<file path="config.mk">
export PLATFORM = sky130hd
export DESIGN_NAME = text_typewriter
export DESIGN_NICKNAME = d
export VERILOG_FILES = /design/src/rtl/text_typewriter.sv
export SDC_FILE = /design/constraint.sdc
export NUM_CORES = 1
export LEC_CHECK = 0
export CORE_ASPECT_RATIO = 1.1
export CORE_UTILIZATION = 35
export CTS_CLUSTER_DIAMETER = 120
export CTS_CLUSTER_SIZE = 12
export DETAILED_ROUTE_END_ITERATION = 8
export GPL_TIMING_DRIVEN = 0
export PLACE_DENSITY = 0.65
export SETUP_SLACK_MARGIN = 0.4
export SLEW_MARGIN = 5
export SYNTH_ARGS = -nofsm -noshare
export SYNTH_HDL_FRONTEND = slang
export SYNTH_SLANG_ARGS = --single-unit
</file>
<file path="constraint.sdc">
create_clock -name Clk -period 2.5 [get_ports Clk]
set_input_delay 0.5 -clock Clk [delete_from_list [all_inputs] [get_ports Clk]]
set_output_delay 0.5 -clock Clk [all_outputs]
set_load 0.005 [all_outputs]
</file>
<file path="src/rtl/text_typewriter.sv">
// Typewriter writer: copies msg_len ROM characters into the text buffer, one per CHAR_DELAY frames.
// Optional feature macro TYPEWRITER_CLEAR_EN: fill the buffer with spaces before typing.
module text_typewriter #(
    parameter int COLS       = 80,
    parameter int ROWS       = 30,
    parameter int CHAR_DELAY = 2,
    parameter int ADDR_W     = 12
) (
    input  logic              Clk,
    input  logic              Reset_n,
    input  logic              start,
    input  logic [7:0]        msg_base,
    input  logic [5:0]        msg_len,
    input  logic [4:0]        row,
    input  logic [6:0]        col,
    input  logic              frame_tick,
    output logic [7:0]        rom_addr,
    input  logic [7:0]        rom_data,
    output logic              wr_en,
    output logic [ADDR_W-1:0] wr_addr,
    output logic [7:0]        wr_data,
    input  logic              wr_ready,
    output logic              busy,
    output logic              done
);
    localparam int DW = (CHAR_DELAY > 1) ? $clog2(CHAR_DELAY) : 1;

    typedef enum logic [2:0] {
        S_IDLE,
`ifdef TYPEWRITER_CLEAR_EN
        S_CLEAR,
`endif
        S_FETCH,
        S_ROMWAIT,
        S_WRITE,
        S_DELAY,
        S_DONE
    } state_t;

    state_t            r_state;
    state_t            w_next;
    state_t            w_post;
    logic [7:0]        r_base;
    logic [5:0]        r_len;
    logic [5:0]        r_idx;
    logic [4:0]        r_row;
    logic [6:0]        r_col;
    logic [6:0]        r_col0;
    logic [DW-1:0]     r_dly;
    logic [7:0]        r_wr_data;
    logic [4:0]        w_row_in;
    logic [6:0]        w_col_in;
    logic [4:0]        w_row_inc;
    logic              w_last;
    logic              w_newline;
    logic [ADDR_W-1:0] w_cur_addr;
`ifdef TYPEWRITER_CLEAR_EN
    logic [ADDR_W-1:0] r_clr;
`endif

    assign w_row_in   = (int'(row) < ROWS) ? row : '0;
    assign w_col_in   = (int'(col) < COLS) ? col : '0;
    assign w_row_inc  = (r_row == 5'(ROWS - 1)) ? '0 : r_row + 5'd1;
    assign w_last     = (r_idx == r_len - 6'd1);
    assign w_newline  = (rom_data == 8'h0A);
    assign w_cur_addr = ADDR_W'(r_row) * ADDR_W'(COLS) + ADDR_W'(r_col);

    always_ff @(posedge Clk or negedge Reset_n) begin
        if (!Reset_n) begin
            r_state <= S_IDLE;
        end else begin
            r_state <= w_next;
        end
    end

    // Newline skips the frame delay, so its post path differs from a real write.
    always_comb begin
        w_post = S_DONE;
        if (!w_last) begin
            if (CHAR_DELAY == 0 || (r_state == S_ROMWAIT)) begin
                w_post = S_FETCH;
            end else begin
                w_post = S_DELAY;
            end
        end
    end

    always_comb begin
        w_next = r_state;
        case (r_state)
            S_IDLE: begin
                if (start) begin
                    if (msg_len == '0) begin
                        w_next = S_DONE;
                    end else begin
`ifdef TYPEWRITER_CLEAR_EN
                        w_next = S_CLEAR;
`else
                        w_next = S_FETCH;
`endif
                    end
                end
            end
`ifdef TYPEWRITER_CLEAR_EN
            S_CLEAR: begin
                if (wr_ready && (r_clr == ADDR_W'(ROWS * COLS - 1))) begin
                    w_next = S_FETCH;
                end
            end
`endif
            S_FETCH:   w_next = S_ROMWAIT;
            S_ROMWAIT: w_next = w_newline ? w_post : S_WRITE;
            S_WRITE: begin
                if (wr_ready) begin
                    w_next = w_post;
                end
            end
            S_DELAY: begin
                if (frame_tick && (r_dly == DW'(CHAR_DELAY - 1))) begin
                    w_next = S_FETCH;
                end
            end
            S_DONE:  w_next = S_IDLE;
            default: w_next = S_IDLE;
        endcase
    end

    always_ff @(posedge Clk or negedge Reset_n) begin
        if (!Reset_n) begin
            r_base    <= '0;
            r_len     <= '0;
            r_idx     <= '0;
            r_row     <= '0;
            r_col     <= '0;
            r_col0    <= '0;
            r_dly     <= '0;
            r_wr_data <= '0;
`ifdef TYPEWRITER_CLEAR_EN
            r_clr     <= '0;
`endif
        end else begin
            case (r_state)
                S_IDLE: begin
                    if (start) begin
                        r_base <= msg_base;
                        r_len  <= msg_len;
                        r_row  <= w_row_in;
                        r_col  <= w_col_in;
                        r_col0 <= w_col_in;
                        r_idx  <= '0;
`ifdef TYPEWRITER_CLEAR_EN
                        r_clr  <= '0;
`endif
                    end
                end
`ifdef TYPEWRITER_CLEAR_EN
                S_CLEAR: begin
                    if (wr_ready) begin
                        r_clr <= r_clr + 1'b1;
                    end
                end
`endif
                S_ROMWAIT: begin
                    r_wr_data <= rom_data;
                    if (w_newline) begin
                        r_row <= w_row_inc;
                        r_col <= r_col0;
                        r_idx <= r_idx + 6'd1;
                    end
                end
                S_WRITE: begin
                    if (wr_ready) begin
                        if (r_col == 7'(COLS - 1)) begin
                            r_col <= '0;
                            r_row <= w_row_inc;
                        end else begin
                            r_col <= r_col + 7'd1;
                        end
                        r_idx <= r_idx + 6'd1;
                        r_dly <= '0;
                    end
                end
                S_DELAY: begin
                    if (frame_tick) begin
                        r_dly <= r_dly + 1'b1;
                    end
                end
                default: ;
            endcase
        end
    end

    assign rom_addr = r_base + {2'b00, r_idx};
    assign busy     = (r_state != S_IDLE);
    assign done     = (r_state == S_DONE);

`ifdef TYPEWRITER_CLEAR_EN
    assign wr_en   = (r_state == S_WRITE) || (r_state == S_CLEAR);
    assign wr_addr = (r_state == S_CLEAR) ? r_clr : w_cur_addr;
    assign wr_data = (r_state == S_CLEAR) ? 8'h20 : r_wr_data;
`else
    assign wr_en   = (r_state == S_WRITE);
    assign wr_addr = w_cur_addr;
    assign wr_data = r_wr_data;
`endif

endmodule
</file>
==> metrics.cfg, run 1 <==
[floorplanning]
dieArea_um2 = 10100
coreArea_um2 = 9400
die_h_um = 105
initial_core_util = 0.363
fp.dieW_um = 96.1
fp-row-count = 37
ios = 70

[place]
port_buffers = 69
gp_congestion = 0.849
dp_hpwl_mm = 6.50
placed_area_um2 = 4290

[final_layout]
diodes = 0
drive_above_1_share = 0.285
n_fill_cell = 866
nets = 566
seqCellArea_um2 = 1290
area_growth_pct = 44.7
utilization = 0.525
multiInputGateArea_um2 = 2230
finalInstanceArea_um2 = 4930

[pwr]
pwr_density_cell_nw_per_um2 = 1360
power_mw = 6.71
ir_worst_vdd_uv = 543
p_sw_mw = 2.78
sw_frac_of_total = 0.414
sequentialPowerShare = 0.233
internal_power_mw = 3.93
clockPowerShare = 0.071
p_comb_frac = 0.697
leakage_nw = 2.22

[clock_network]
cts_buffer_depth = 2
cts.clk_slew.worst_paths_ps = 100
cts_hold_buffers = 0
cts_tree = yes
ctsRootBufferMaster = clkbuf_8
clock_latency_ps = 310
h-tree-depth = 2
numCtsBuffers = 5
cts_num_sinks = 51

[route]
avgViaCountPerCell = 5.24
firstDrtPassIters = 4
routed_wl_mm = 9.39
vias = 3257
drc = 0
avgRoutedWirePerCell_um = 15.1
first_iter_violations = 169
ant_nets = 0

[critical_path]
startpoint = r_row[1]$_DFFE_PN0P_
worstSetupPathType = register to output port
worstPathRequired_ps = 2000
critPathArrivalTime_ps = 2360
endpoint_kind = output port
critPathMaxFanout = 2
r2r_start = r_len[0]$_DFFE_PN0P_
critPathLaunchType = register

[hold_path]
hp-class = primary input to asynchronous set/reset pin

[timing]
worst_clock_skew_ps = 12.2
grt_setup_unrepaired = yes
setup_violations = 7
min_period_ps = 2860
setup_ws_ps = -357
tns_ps = -1600
drv_slew = 0
relSlewSlack = 0.599
tightest_slew_ps = 595
hold_viol_final = 0
fmax_mhz = 350
fin_crit_sh = 1.14

[logic_synthesis]
synthTopCellsByCount = 76 x nand2_1, 51 x dfrtp_1, 30 x o21ai_0
synth_area_leader_cell = dfrtp_1
synth_cell_types = 59
yosys_warnings = 0
syn_avg_cell_area_um2 = 8.81
netlist_area_um2 = 3410
async_reset_ff_frac = 1.00
synth_seq_cells = 51
synthCells = 387
synth.area.top_cells = dfrtp_1 37%, nand2_1 8.4%, ha_1 7.3%
yosys.cell_count.top_type = nand2_1
synth_edf_count = 0
synth_flop_cell = dfrtp_1
synth.top_cell.area_share = 0.374
ys_seq_area_frac = 0.374
synth.net_count = 449

[outcome]
violations = negative setup slack
outcome = finished, violations left

[grt]
grt_antenna_before_repair = 0
grt_max_degree = 28
track_usage = 0.189
first_global_vias = 3221
grt_pass1_wl_mm = 15.1
grt_overflow = 0

[job]
maxCapViolations = 0

==> power groups by stage <==
| stage | Combinational (mW) | Sequential [mW] | Clock [mW] |
|---|---|---|---|
| after floorplan | 2.26 | 1.48 | 0 |
| after global placement | 3.57 | 1.57 | 0 |
| after detailed placement | 3.66 | 1.58 | 0 |
| after CTS | 4.16 | 1.56 | 0.490 |
| after global routing | 5.12 | 1.61 | 0.523 |
| final | 4.68 | 1.56 | 0.476 |
==> sequential cells by signal, summed over array words and instances (netlist names) <==
register,flops
r_idx,6
r_dly,1
r_state,3
r_len,6
r_col0,7
r_col,7
r_base,8
wr_data,8
r_row,5
==> final cells by class <==
class,count,share of cell area
Timing Repair Buffer,110,0.202
Inverter,21,0.0165
Clock inverter,3,0.00304
Multi-Input combinational cell,299,0.452
Clock buffer,5,0.0140
Tap cell,117,0.0297
Sequential cell,51,0.261
Buffer,16,0.0218
==> worst max-delay path, cell delays in order (launching register included) <==
cell	delay, ps
dfrtp_1	430
ha_4	260
ha_4	160
inv_2	50
fa_2	470
nor3b_4	210
buf_4	140
buf_6	80
nand2_2	40
o21ai_1	100
buf_2	120
==> cell usage in the layout (no fill, tap or decap), types with 13 or more instances in the layout <==
cell             Yosys  final
nand2_1             76     74
buf_2                4     17
clkdlybuf4s50_1      0     50
o21ai_0             30     26
buf_6                2     19
dfrtp_1             51     43
buf_4                4     29
nor2_1              23     20
inv_1               20     13
a21oi_1             16     14
==> metrics by stage <==
stage               std cells  worst slack [ps]  hold WS, ps
finish                    622              -357          187
global route              622              -450          225
CTS                       612              -376          212
detailed placement        574              -398          472
global placement          573              -675          463
floorplan                 387               186          204
==> kinds of logic (layout without fill, tap and decap cells) <==
logic type               Yosys count  after routing  synth area share
AO/OA/AOI/OAI                     87             87             0.170
XOR/XNOR                          23             23            0.0591
adder cells (fa/ha/maj)           23             23            0.0910
buffers and inverters             37            155            0.0510
flip-flops                        51             51             0.374
multiplexers                       9              9            0.0297
AND/OR/NAND/NOR                  157            157             0.224
==> per-layer routing <==
| metal | global-route usage | vias up | wire length (µm) | part of all wire |
|---|---|---|---|---|
| met5 | 0 | - | 0 | 0 |
| met4 | 0.0522 | 0 | 159 | 0.017 |
| met3 | 0.0260 | 15 | 372 | 0.040 |
| met2 | 0.333 | 87 | 4820 | 0.51 |
| met1 | 0.235 | 1575 | 4050 | 0.43 |
| li1 | - | 1580 | - | - |
==> final timing paths <==
| kind | endpoint | slack (ps) | cells past startpoint |
|---|---|---|---|
| worst min register to register | r_col0[0]$_DFFE_PN0P_ | 490 | 2 |
| max in group asynchronous | r_col[4]$_DFFE_PN0P_ | 1740 | 2 |
| worst min-delay path | wr_data[5]$_DFFE_PN0P_ | 190 | 1 |
| min in group Clk | r_col0[0]$_DFFE_PN0P_ | 490 | 2 |
| worst max register to register | r_state[2]$_DFFE_PN0P_ | 590 | 6 |
| worst max-delay path | wr_addr[11] | -360 | 10 |
==> timing repair <==
action / 4_1_cts / 5_1_grt
gates resized for setup: 115 / 25
setup buffers: 30 / 10
pin swaps: 24 / 23
endpoints found under the setup margin: 20 / 22
Power figures use the tool's default switching activity.
==> run 2: changes to the inputs <==
--- a/config.mk
+++ b/config.mk
@@ -6,12 +6,12 @@
 export NUM_CORES = 1
 export LEC_CHECK = 0
 export CORE_ASPECT_RATIO = 1.1
-export CORE_UTILIZATION = 35
+export CORE_UTILIZATION = 30
 export CTS_CLUSTER_DIAMETER = 120
 export CTS_CLUSTER_SIZE = 12
 export DETAILED_ROUTE_END_ITERATION = 8
-export GPL_TIMING_DRIVEN = 0
-export PLACE_DENSITY = 0.65
+export GPL_TIMING_DRIVEN = 1
+export PLACE_DENSITY = 0.58
 export SETUP_SLACK_MARGIN = 0.4
 export SLEW_MARGIN = 5
 export SYNTH_ARGS = -nofsm -noshare
==> run 2 against run 1 <==
Net effect:
- utilization is 6.6 points lower
- setup slack better by 34 ps
- hold slack better by 11 ps
- critical path type unchanged
- routed wire length is 0.86% higher
- die area is 16% higher
- fmax is 1.2% higher
- clock power is 69% higher
- the run still ends with negative setup slack left
- final area is 2.4% higher
- count of clock-buffer cells in the layout stayed put
==> metrics.cfg, run 2 (same netlist as run 1, synthesis figures left out) <==
[critical_path]
slowest_delay_ps = 460
critPathMaxFanout = 2
cp_num_buf_inv = 3
worstPathRequired_ps = 2000
worstSetupPathType = register to output port
path_cells = ha_4 -> ha_4 -> inv_2 -> fa_2 -> nor3b_2 -> buf_4 -> nand2_1 -> o21ai_2 -> buf_2
crit_top_cell = ha_4
endpoint_kind = output port
critical-path-top-delay-family = adder cells
critPathArrivalTime_ps = 2320
critPathLaunchType = register
worst_path_max_delay_cell = fa_2

[pwr]
leakage_nw = 2.29
p_comb_frac = 0.666
ir_worst_vdd_uv = 764
clockPowerShare = 0.116
sequentialPowerShare = 0.218
internal_power_mw = 4.20
sw_frac_of_total = 0.395
pwr_density_cell_nw_per_um2 = 1380
p_sw_mw = 2.75

[route]
routed_wl_mm = 9.48
drc = 0
firstDrtPassIters = 4
avgViaCountPerCell = 4.91
avgRoutedWirePerCell_um = 14.4
first_iter_violations = 125
ant_nets = 0
vias = 3230

[final_layout]
final_cell_mix = 75 x nand2_1, 50 x clkdlybuf4s50_1, 50 x buf_4, 49 x dfrtp_1, 26 x o21ai_0
n_fill_cell = 1073
nets = 572
diodes = 0
drive_above_1_share = 0.278
finalInstanceArea_um2 = 5050
utilization = 0.459
area_growth_pct = 48.2
final_common_cell = nand2_1

[timing]
worst_clock_skew_ps = 9.46
setup_violations = 8
setup_ws_ps = -323
hold_ws_ps = 198
grt_setup_unrepaired = yes
relSlewSlack = 0.604
tightest_slew_ps = 594
fmax_mhz = 354
hold_viol_final = 0
tns_ps = -1160
fin_crit_sh = 1.13
drv_slew = 0
min_period_ps = 2820

[clock_network]
h-tree-depth = 2
cts.clk_slew.worst_paths_ps = 80
ctsRootBufferMaster = clkbuf_16
numCtsBuffers = 5
cts_num_sinks = 51
cts_tree = yes
clock_latency_ps = 300
cts_buffer_depth = 2
cts_hold_buffers = 0

[floorplanning]
ios = 70
die_h_um = 114
coreArea_um2 = 11000
fp.dieW_um = 104
initial_core_util = 0.310
dieArea_um2 = 11800
fp-row-count = 40

[outcome]
outcome = finished, violations left
violations = negative setup slack

[grt]
grt_max_degree = 25
grt_pass1_wl_mm = 15.2
track_usage = 0.162
grt_antenna_before_repair = 0
grt_overflow = 0
first_global_vias = 3244

[place]
post-place-ws_ps = -319
port_buffers = 69
gp_congestion = 0.840
dp_hpwl_mm = 6.76
placed_area_um2 = 4500

[job]
maxCapViolations = 0

[hold_path]
hp-class = primary input to asynchronous set/reset pin

[run 2: cell count changes in the layout (fill, tap and decap cells not counted), sizes merged]
cell    before  now
clkbuf      11    5
bufinv       0    1
buf         66   78
clkinv       3    2
[run 2: layout make-up]
type	count	area [µm²]	area share
clock inverter	3	47.5	0.00942
inverter	21	80.1	0.0159
clock buffer	5	125	0.0248
multi-input combinational	299	2200	0.435
sequential	51	1280	0.253
timing repair buffer	132	1140	0.225
tap	147	184	0.0364
[run 2: routing by layer]
metal  vias to the layer above  part of all wire  global-route usage
li1                       1591                 -                   -
met3                        12             0.045              0.0309
met4                         0             0.017              0.0551
met2                        80              0.52               0.294
met1                      1547              0.42               0.191
met5                         -                 0                   0
[run 2: power groups by stage]
stage / logic [mW] / registers, mW / clock network, mW
final: 4.63 / 1.51 / 0.805
after global routing: 5.09 / 1.56 / 0.857
after CTS: 4.39 / 1.48 / 0.827
after detailed placement: 4.10 / 1.49 / 0
after global placement: 4.02 / 1.48 / 0
after floorplan: 2.26 / 1.48 / 0
[run 2: timing repair]
item | in CTS | in global routing
resized for setup | 94 | 19
setup buffers | 15 | 9
endpoints found under the setup margin | 17 | 16
pin swaps | 24 | 21
[run 2: metrics by stage]
stage / cells / power [mW]
2_1_floorplan: 387 / 3.74
3_3_place_gp: 626 / 5.50
3_5_place_dp: 626 / 5.59
4_1_cts: 649 / 6.70
5_1_grt: 658 / 7.51
6_report: 658 / 6.94
[run 2: path summary, 6_finish.rpt]
kind,from,end,slack (ps),cells after the start
worst max-delay path,r_row[1]$_DFFE_PN0P_,wr_addr[11],-320,9
worst min-delay path,Reset_n,r_base[2]$_DFFE_PN0P_,200,1
worst max register to register,r_col[4]$_DFFE_PN0P_,r_row[2]$_DFFE_PN0P_,580,6
worst min register to register,r_col0[5]$_DFFE_PN0P_,r_col0[5]$_DFFE_PN0P_,490,2
max in group asynchronous,Reset_n,r_len[4]$_DFFE_PN0P_,1650,2
min in group Clk,r_col0[5]$_DFFE_PN0P_,r_col0[5]$_DFFE_PN0P_,490,2
